===== src/rtl/adc_uart_streamer_if.sv =====
// Byte stream handshake between the ADC frame streamer and the UART serialiser.
interface adc_uart_streamer_if #(
  parameter int DATA_BITS = 8
);
  logic [DATA_BITS-1:0] tx_data;
  logic                 tx_valid;
  logic                 tx_ready;

  modport master (output tx_data, output tx_valid, input tx_ready);
  modport slave  (input tx_data, input tx_valid, output tx_ready);
endinterface


===== src/rtl/adc_uart_streamer.sv =====
// Snapshots enabled ADC channels on decimated sample ticks and streams a framed
// byte sequence (sync, HI/LO per channel, XOR checksum) over a valid/ready link.
module adc_uart_streamer #(
  parameter int         NUM_CH    = 8,
  parameter int         SAMPLE_W  = 12,
  parameter int         DATA_BITS = 8,
  parameter int         DECIM     = 1,
  parameter logic [7:0] SYNC_BYTE = 8'hA5
) (
  input  logic                       i_clk,
  input  logic                       i_rst_n,
  input  logic [NUM_CH*SAMPLE_W-1:0] i_ch_data,
  input  logic                       i_sample_tick,
  input  logic                       i_enb,
  input  logic [NUM_CH-1:0]          i_ch_mask,
  adc_uart_streamer_if.master        tx_if,
  output logic                       o_busy,
  output logic [7:0]                 o_overrun_cnt
);

  typedef enum logic [2:0] {ST_IDLE, ST_SYNC, ST_HI, ST_LO, ST_CSUM} state_t;

  state_t                   r_state, w_nxt_state;
  logic [15:0]              r_dec_cnt, w_nxt_dec;
  logic [NUM_CH-1:0][11:0]  r_shadow, w_nxt_shadow;
  logic [NUM_CH-1:0]        r_shadow_mask, w_nxt_mask;
  logic [3:0]               r_ch_idx, w_nxt_idx;
  logic [7:0]               r_csum, w_nxt_csum;
  logic [DATA_BITS-1:0]     r_tx_data, w_nxt_data;
  logic                     r_tx_valid, w_nxt_valid;
  logic                     r_busy;
  logic [7:0]               r_overrun, w_nxt_ovr;

  logic                     w_qual, w_launch, w_xfer;
  logic [4:0]               w_srch_lo, w_srch;
  logic [11:0]              w_srch_sample, w_cur_sample;

  // Lowest enabled channel at or above lo; bit 4 flags that one was found.
  function automatic logic [4:0] find_next(input logic [NUM_CH-1:0] mask, input logic [4:0] lo);
    logic [4:0] res;
    res = 5'd0;
    for (int k = NUM_CH - 1; k >= 0; k--) begin
      if (mask[k] && (5'(k) >= lo)) res = {1'b1, 4'(k)};
    end
    return res;
  endfunction

  function automatic logic [11:0] sel_sample(input logic [NUM_CH-1:0][11:0] sh, input logic [3:0] idx);
    logic [11:0] s;
    s = 12'd0;
    for (int k = 0; k < NUM_CH; k++) begin
      if (4'(k) == idx) s = sh[k];
    end
    return s;
  endfunction

  assign w_qual        = i_sample_tick & i_enb;
  assign w_launch      = w_qual && (r_dec_cnt == 16'(DECIM - 1));
  assign w_xfer        = r_tx_valid & tx_if.tx_ready;
  assign w_srch_lo     = (r_state == ST_SYNC) ? 5'd0 : ({1'b0, r_ch_idx} + 5'd1);
  assign w_srch        = find_next(r_shadow_mask, w_srch_lo);
  assign w_srch_sample = sel_sample(r_shadow, w_srch[3:0]);
  assign w_cur_sample  = sel_sample(r_shadow, r_ch_idx);

  // Decimation counter: counts qualified ticks, held at zero while disabled.
  always_comb begin
    w_nxt_dec = r_dec_cnt;
    if (!i_enb) begin
      w_nxt_dec = 16'd0;
    end else if (w_qual) begin
      w_nxt_dec = w_launch ? 16'd0 : (r_dec_cnt + 16'd1);
    end else begin
      w_nxt_dec = r_dec_cnt;
    end
  end

  // Launches arriving while a frame is in flight are dropped and counted.
  always_comb begin
    w_nxt_ovr = r_overrun;
    if (w_launch && (r_state != ST_IDLE) && (r_overrun != 8'hFF)) begin
      w_nxt_ovr = r_overrun + 8'd1;
    end else begin
      w_nxt_ovr = r_overrun;
    end
  end

  // Frame sequencer: next state plus the next byte to present.
  always_comb begin
    w_nxt_state  = r_state;
    w_nxt_data   = r_tx_data;
    w_nxt_valid  = r_tx_valid;
    w_nxt_idx    = r_ch_idx;
    w_nxt_csum   = r_csum;
    w_nxt_shadow = r_shadow;
    w_nxt_mask   = r_shadow_mask;
    case (r_state)
      ST_IDLE: begin
        if (w_launch) begin
          for (int k = 0; k < NUM_CH; k++) begin
            w_nxt_shadow[k] = 12'(i_ch_data[k*SAMPLE_W +: SAMPLE_W]);
          end
          w_nxt_mask = i_ch_mask;
          w_nxt_csum = 8'd0;
          if (i_ch_mask != '0) begin
            w_nxt_state = ST_SYNC;
            w_nxt_data  = DATA_BITS'(SYNC_BYTE);
            w_nxt_valid = 1'b1;
          end else begin
            w_nxt_state = ST_IDLE;
          end
        end else begin
          w_nxt_state = ST_IDLE;
        end
      end
      ST_SYNC: begin
        if (w_xfer) begin
          w_nxt_idx   = w_srch[3:0];
          w_nxt_data  = DATA_BITS'({w_srch[3:0], w_srch_sample[11:8]});
          w_nxt_state = ST_HI;
        end else begin
          w_nxt_state = ST_SYNC;
        end
      end
      ST_HI: begin
        if (w_xfer) begin
          w_nxt_csum  = r_csum ^ r_tx_data[7:0];
          w_nxt_data  = DATA_BITS'(w_cur_sample[7:0]);
          w_nxt_state = ST_LO;
        end else begin
          w_nxt_state = ST_HI;
        end
      end
      ST_LO: begin
        if (w_xfer) begin
          w_nxt_csum = r_csum ^ r_tx_data[7:0];
          if (w_srch[4]) begin
            w_nxt_idx   = w_srch[3:0];
            w_nxt_data  = DATA_BITS'({w_srch[3:0], w_srch_sample[11:8]});
            w_nxt_state = ST_HI;
          end else begin
            w_nxt_data  = DATA_BITS'(r_csum ^ r_tx_data[7:0]);
            w_nxt_state = ST_CSUM;
          end
        end else begin
          w_nxt_state = ST_LO;
        end
      end
      ST_CSUM: begin
        if (w_xfer) begin
          w_nxt_valid = 1'b0;
          w_nxt_data  = '0;
          w_nxt_state = ST_IDLE;
        end else begin
          w_nxt_state = ST_CSUM;
        end
      end
      default: begin
        w_nxt_state = ST_IDLE;
        w_nxt_valid = 1'b0;
        w_nxt_data  = '0;
      end
    endcase
  end

  // State and registered outputs.
  always_ff @(posedge i_clk or negedge i_rst_n) begin
    if (!i_rst_n) begin
      r_state       <= ST_IDLE;
      r_dec_cnt     <= 16'd0;
      r_shadow      <= '0;
      r_shadow_mask <= '0;
      r_ch_idx      <= 4'd0;
      r_csum        <= 8'd0;
      r_tx_data     <= '0;
      r_tx_valid    <= 1'b0;
      r_busy        <= 1'b0;
      r_overrun     <= 8'd0;
    end else begin
      r_state       <= w_nxt_state;
      r_dec_cnt     <= w_nxt_dec;
      r_shadow      <= w_nxt_shadow;
      r_shadow_mask <= w_nxt_mask;
      r_ch_idx      <= w_nxt_idx;
      r_csum        <= w_nxt_csum;
      r_tx_data     <= w_nxt_data;
      r_tx_valid    <= w_nxt_valid;
      r_busy        <= (w_nxt_state != ST_IDLE);
      r_overrun     <= w_nxt_ovr;
    end
  end

  assign tx_if.tx_data  = r_tx_data;
  assign tx_if.tx_valid = r_tx_valid;
  assign o_busy         = r_busy;
  assign o_overrun_cnt  = r_overrun;

endmodule


===== src/flat_wrapper.sv =====
// flat-port wrapper written by rule: the top's interface ports become plain ports
module adc_uart_streamer_flat 
#(
  parameter int         NUM_CH    = 8,
  parameter int         SAMPLE_W  = 12,
  parameter int         DATA_BITS = 8,
  parameter int         DECIM     = 1,
  parameter logic [7:0] SYNC_BYTE = 8'hA5
)
  (i_clk, i_rst_n, i_ch_data, i_sample_tick, i_enb, i_ch_mask, o_busy, o_overrun_cnt, tx_if_tx_data, tx_if_tx_valid, tx_if_tx_ready);
  adc_uart_streamer_if #(.DATA_BITS(DATA_BITS)) tx_if_i ();
  input  logic i_clk;
  input  logic i_rst_n;
  input  logic [NUM_CH*SAMPLE_W-1:0] i_ch_data;
  input  logic i_sample_tick;
  input  logic i_enb;
  input  logic [NUM_CH-1:0] i_ch_mask;
  output logic o_busy;
  output logic [7:0] o_overrun_cnt;
  output wire logic [$bits(tx_if_i.tx_data)-1:0] tx_if_tx_data;
  output wire logic [$bits(tx_if_i.tx_valid)-1:0] tx_if_tx_valid;
  input wire logic [$bits(tx_if_i.tx_ready)-1:0] tx_if_tx_ready;
  assign tx_if_tx_data = tx_if_i.tx_data;
  assign tx_if_tx_valid = tx_if_i.tx_valid;
  assign tx_if_i.tx_ready = tx_if_tx_ready;
  adc_uart_streamer #(.NUM_CH(NUM_CH), .SAMPLE_W(SAMPLE_W), .DATA_BITS(DATA_BITS), .DECIM(DECIM), .SYNC_BYTE(SYNC_BYTE)) u_core (.i_clk(i_clk), .i_rst_n(i_rst_n), .i_ch_data(i_ch_data), .i_sample_tick(i_sample_tick), .i_enb(i_enb), .i_ch_mask(i_ch_mask), .tx_if(tx_if_i), .o_busy(o_busy), .o_overrun_cnt(o_overrun_cnt));
endmodule

===== config.mk =====
export PLATFORM = sky130hd
export DESIGN_NAME = adc_uart_streamer_flat
export DESIGN_NICKNAME = d
export VERILOG_FILES = /design/src/rtl/adc_uart_streamer_if.sv /design/src/rtl/adc_uart_streamer.sv /design/src/flat_wrapper.sv
export SDC_FILE = /design/constraint.sdc
export NUM_CORES = 1
export LEC_CHECK = 0
export ABC_AREA = 1
export BUFFER_PORTS_ARGS = -buffer_cell sky130_fd_sc_hd__buf_2
export CAP_MARGIN = 20
export CORE_UTILIZATION = 40
export DETAILED_ROUTE_END_ITERATION = 10
export GPL_TIMING_DRIVEN = 0
export PLACE_DENSITY = 0.62
export SLEW_MARGIN = 15
export SYNTH_ARGS = -nofsm -noshare
export SYNTH_HDL_FRONTEND = slang
export SYNTH_SLANG_ARGS = --single-unit

===== constraint.sdc =====
create_clock -name i_clk -period 4.4 [get_ports i_clk]
set_clock_uncertainty 0.1 [all_clocks]
set_input_delay 0.66 -clock i_clk [delete_from_list [all_inputs] [get_ports i_clk]]
set_output_delay 0.66 -clock i_clk [all_outputs]
set_load 0.1 [all_outputs]

# Word level (Yosys, flattened, before mapping)
# Index checks and enable logic that the tools add are counted.
dict set report op_classes {
  add_sub_neg 3
  order_cmp 8
  n_eq_ne 28
  n_mux 55
  bitwise 4
  n_reduce_logical 27
}
# operator n
set ops {}
lappend ops {{$mux 8} 17}
lappend ops {{$mux 12} 8}
lappend ops {{$mux 16} 3}
lappend ops {{$mux 5} 9}
lappend ops {{$pmux 8 s5} 1}
lappend ops {{$eq 3x4->1 const A} 8}
lappend ops {{$ge 3x5->1 const A} 4}
lappend ops {{$ne 2x1->1 const B} 9}
lappend ops {{$add 16x1->16 const B} 1}
lappend ops {{$eq 2x4->1 const A} 4}
lappend ops {{$logic_not 16->1} 1}
lappend ops {{$pmux 8 s2} 1}
lappend ops {{$pmux 3 s5} 1}
lappend ops {{$mux 4} 3}
lappend ops {{$logic_and 1x1->1} 11}
lappend ops {{$ge 1x5->1 const A} 2}
lappend ops {{$ge 2x5->1 const A} 2}
lappend ops {{$mux 3} 3}
lappend ops {{$add 8x1->8 const B} 1}
lappend ops {{$eq 1x4->1 const A} 2}
lappend ops {{$logic_not 4->1} 2}
lappend ops {{$ne 8x8->1 const B} 1}
lappend ops {{$pmux 4 s2} 1}
lappend ops {{$reduce_and 4->1} 2}
lappend ops {{19 further kinds} 28}
dict set report word_totals {
  regBits 153
}

# Logic depth before layout (Yosys ltp)
dict set report depth {
  ltp_word 24
  mapped_depth 22
  ltp_nobuf 22
}

# Worst setup path after synthesis
# Ideal clock, no wire load.
dict set report synth_timing {
  path_kind {reg2reg}
  start {register u_core.r_overrun[0], in the netlist u_core.o_overrun_cnt[0]}
  end {register u_core.r_overrun[7], in the netlist u_core.o_overrun_cnt[7]}
  setup_ns 0.080
  arrival_ns 2.438
  setup_slack_ns 1.782
  stages_incl_launch_ff 12
  n_path_buf 0
  path_cell_list {dfrtp_1 ha_1 nand3_1 nand3b_1 nor3b_1 inv_1 nand3_1 inv_1 nand4_1 nor2_1 nand3_1 xor2_1}
}
dict set report synth_between {
  elab_chain_cells 2
  word_cells_on_any_way 3
  classes_between {1 x add/sub; 1 x eq/ne; 1 x reduce/logical}
}
# element line_no
set synth_rtl {}
lappend synth_rtl {{from (decl)} adc_uart_streamer.sv:32} ;# logic [7:0] r_overrun, w_nxt_ovr;
lappend synth_rtl {{from (signal assigned)} adc_uart_streamer.sv:188} ;# r_overrun <= w_nxt_ovr;
lappend synth_rtl {{branches (longest 2 deep; another with $add 8x1->8)} n/a}
# Parallel ways; which one is timed is not known.
# A chain may end at the register's enable or synchronous reset.

# Worst setup path in the final report
dict set report layout_timing {
  start {register u_core.r_ch_idx[0]}
  end {register u_core.r_tx_data[3], in the netlist u_core.tx_if.tx_data[3]}
}
dict set report layout_between {
  elab_chain_cells 24
  word_cells_on_any_way 63
  classes_between {1 x add/sub; 8 x order compare; 14 x eq/ne; 30 x mux; 10 x reduce/logical}
}
# element line_no
set layout_rtl {}
lappend layout_rtl {{from (decl)} adc_uart_streamer.sv:27} ;# logic [3:0] r_ch_idx, w_nxt_idx;
lappend layout_rtl {{from (signal assigned)} adc_uart_streamer.sv:183} ;# r_ch_idx <= w_nxt_idx;
lappend layout_rtl {{$add 4x1->5} adc_uart_streamer.sv:60} ;# assign w_srch_lo = (r_state == ST_SYNC) ? 5'd0 : ({1'b0, r_ch_idx} + 5'd1);
lappend layout_rtl {{$mux 5} adc_uart_streamer.sv:60}
lappend layout_rtl {{$ge 3x5->1} adc_uart_streamer.sv:43} ;# if (mask[k] && (5'(k) >= lo)) res = {1'b1, 4'(k)};
lappend layout_rtl {{$logic_and 1x1->1} adc_uart_streamer.sv:43}
lappend layout_rtl {{$mux 5 (8 in series)} adc_uart_streamer.sv:43}
lappend layout_rtl {{$logic_not 4->1} adc_uart_streamer.sv:52} ;# if (4'(k) == idx) s = sh[k];
lappend layout_rtl {{$mux 12 (8 in series)} adc_uart_streamer.sv:52}
lappend layout_rtl {{$mux 8} adc_uart_streamer.sv:136} ;# if (w_srch[4]) begin
lappend layout_rtl {{$mux 8} adc_uart_streamer.sv:134} ;# if (w_xfer) begin
lappend layout_rtl {{$pmux 8 s5 *} adc_uart_streamer.sv:96} ;# case (r_state)
lappend layout_rtl {{to (signal assigned)} adc_uart_streamer.sv:185} ;# r_tx_data <= w_nxt_data;
lappend layout_rtl {{to (decl)} adc_uart_streamer.sv:29} ;# logic [DATA_BITS-1:0] r_tx_data, w_nxt_data;
# Mark *: on every way between the ends. The rest lies on a longest branch, timed or not. The select of a mux whose other input is x is not followed.

==> out/summary.txt <==
count of cells resized by post-cts repair: 0
Iter 0 DRT Violations: 395
post-layout net count: 1232
count of H-tree levels built during CTS: 4
setup repair after global routing missed its margin: no
top library cells by usage in the layout, fill and taps aside: nand2_1 (409), dfrtp_1 (152), buf_2 (128), inv_1 (74), o21ai_0 (61)
clock net sink count: 152
Worst Max-Slew Pin Slew: 0.685 ns
number of global-route vias before repair: 6551
proportion of synthesized flip-flops having asynchronous set or reset: 100%
number of hold violations in the final report: 0
RePlAce Congestion: 0.825
period utilization: 73.5%
clock tree from TritonCTS: yes
number of buffers inserted by hold repair at cts: 0
number of failing setup endpoints in the final timing report: 0
final sum of negative setup slack: 0 ns
worst voltage drop across the vdd grid: 0.000304 V
average footprint of a synthesized cell: 7.80 um^2
CTS clk-pin slew, worst paths: 0.06 ns
cts bufs inserted: 17
Mapped Nets: 1086
synthesized instance count: 968
leading cell type in the layout, fill and taps excluded: nand2_1
total global routing overflow: 0
wire length per cell: 14.6 um
count of flip-flops with a built-in enable after synthesis: 0
fraction of final layout cells with drive strength greater than 1: 16.5%
buffers inserted by post-CTS timing repair: 0
final-report max-slew violation count: 0
overall die area: 19400 um^2
iteration count of the initial detailed-routing pass: 5
power density cells: 659 nW/um^2
global router's overall resource usage: 21.6%
total via count in the routed design: 6700
outcome: finished, final reports clean
top fanout value on the critical path: 7
final setup margin: 1.17 ns
number of max-cap violations: 0
number of port buffers: 126
maximum operating frequency: 309 MHz
antenna violations before repair: 0
kind of path behind the tightest hold check: in -> async
initial cell density of the core: 41.5%
Setup Slack @ Placement: 1.17 ns
top-level port count: 127
critical path data arrival time: 3.50 ns
routed vias/inst: 4.95
count of fill cells added during filler insertion: 1803
Netlist cell types: 37
dominant register cell in the synthesized netlist: dfrtp_1
core outline area: 18200 um^2
Max Buffers Root-to-Sink: 2
Yosys warnings: 0
element type at the critical path start: flip-flop
post-synthesis sequential area ratio: 50.3%
post-layout minimum cycle time: 3.23 ns
Post-Syn Area: 7550 um^2
signed area change from the synthesized netlist to the final layout: 20.4%
source-to-sink clock delay at the later pin of the worst-skew pair: 0.43 ns
Hold Worst Slack: 0.119 ns
largest net degree at the start of global routing: 87
clock tree root buffer cell: clkbuf_16
Die Wd: 139 um
Antenna Cells: 0
global-route wire length before repair: 32700 um
flop and latch count out of synthesis: 152
Slew headroom: 54.4%
post-route DRC violation count: 0
height of the chip: 139 um
number of nets with antenna violations after detailed routing: 0
wire length after detailed routing: 19800 um
Setup crit end kind: flip-flop
placed wire-length estimate after detailed placement: 14900 um
Worst Path Class, Setup: reg -> reg
static leakage: 4.86 nW
CP Data Required Time: 4.66 ns
standard-cell row count: 49
cell usage after synthesis (3+ instances only):
cell type  number  area [um^2]
nor4_1          6         37.5
inv_1          74          278
mux2_2          6         67.6
o211ai_1       24          180
ha_1            9          113
nand4_1        23          144
nor3_1          5         25.0
o22ai_1        15         93.8
nand3_1        37          185
nand2_2         5         31.3
inv_2           6         22.5
buf_2           3         15.0
o21ai_1         3         15.0
clkbuf_1       27          101
xor2_1          9         78.8
a21oi_1         8         40.0
dfrtp_1       152         3800
xnor2_1        10         87.6
o21ai_0        61          305
nor2_1         51          191
a31oi_1         4         25.0
nand2_1       409         1540
metrics by stage:
| stage | power, mW | area [um^2] | cells | util, % |
|---|---|---|---|---|
| floorplan | 3.81 | 7550 | 968 | - |
| detailed placement | 4.55 | 8510 | 1324 | 46.7 |
| global placement | 4.50 | 8470 | 1323 | 46.5 |
| global route | 6.41 | 9100 | 1354 | 50.0 |
| CTS | 6.03 | 9100 | 1354 | 50.0 |
| finish | 6.00 | 9100 | 1354 | 50.0 |
routing by layer:
metal / part of all wire (%) / track usage [%]
met5: 0 / 0
met4: 2.5 / 8.95
met3: 3.9 / 3.96
met2: 47 / 34.6
met1: 47 / 28.9
flip-flops by register name, indices dropped and copies added, names as in the netlist:
register               flops
u_core.r_state             3
u_core.r_shadow           96
u_core.tx_if.tx_valid      1
u_core.o_overrun_cnt       8
u_core.r_csum              8
u_core.r_shadow_mask       8
u_core.r_ch_idx            3
u_core.o_busy              1
u_core.tx_if.tx_data       8
u_core.r_dec_cnt          16
power breakdown:
group,internal [mW],switching [mW]
logic,0.762,1.80
clock network,0.880,0.583
registers,1.74,0.232
total,3.38,2.61
final cells by class:
cell class,count,area (um^2),share of cell area (%)
inverters,81,304,3.34
flip-flops and latches,152,3800,41.8
multi-input cells,701,3300,36.3
well taps,229,287,3.15
clock buffers,21,470,5.17
plain buffers,34,146,1.61
repair buffers,127,668,7.35
clock inverters,9,116,1.28
cell families (layout without fill, tap and decap cells):
logic type / Yosys count / after routing / share of synthesized area, %
and+or+nand+nor: 546 / 546 / 29.6
DFF: 152 / 152 / 50.3
adders and majority gates: 9 / 9 / 1.49
AOI/OAI and AO/OA: 121 / 121 / 9.49
buffers and inverters: 115 / 272 / 5.96
xor gates and xnor gates: 19 / 19 / 2.20
muxes: 6 / 6 / 0.894
critical path: stages, from the launching register on:
cell and delay [ns]:
dfrtp_1 0.48, ha_1 0.27, ha_1 0.28, inv_1 0.09, nand2_1 0.09, o21ai_0 0.24, nand2_1 0.13, nand2_1 0.09
nand2_1 0.06, nand2_2 0.14, nand2_1 0.13, nand2_1 0.23, nand3_1 0.18, o21ai_0 0.18, o21ai_0 0.11, nand2_1 0.10
nand2_1 0.08, nand2_1 0.07, nand2_1 0.05, nand2_1 0.08
final timing paths:
check	slack [ns]	to	cells past startpoint	start
max in group asynchronous	3.34	u_core.r_shadow[46]	2	i_rst_n
max reg2reg	1.17	u_core.tx_if.tx_data[3]	19	u_core.r_ch_idx[0]
max	1.17	u_core.tx_if.tx_data[3]	19	u_core.r_ch_idx[0]
min	0.12	u_core.r_dec_cnt[1]	1	i_rst_n
min reg2reg	0.36	u_core.r_shadow[39]	2	u_core.r_shadow[39]
min in group i_clk	0.33	u_core.r_shadow[52]	3	i_ch_data[52]
Note: power is estimated with default switching activity, not from simulation.
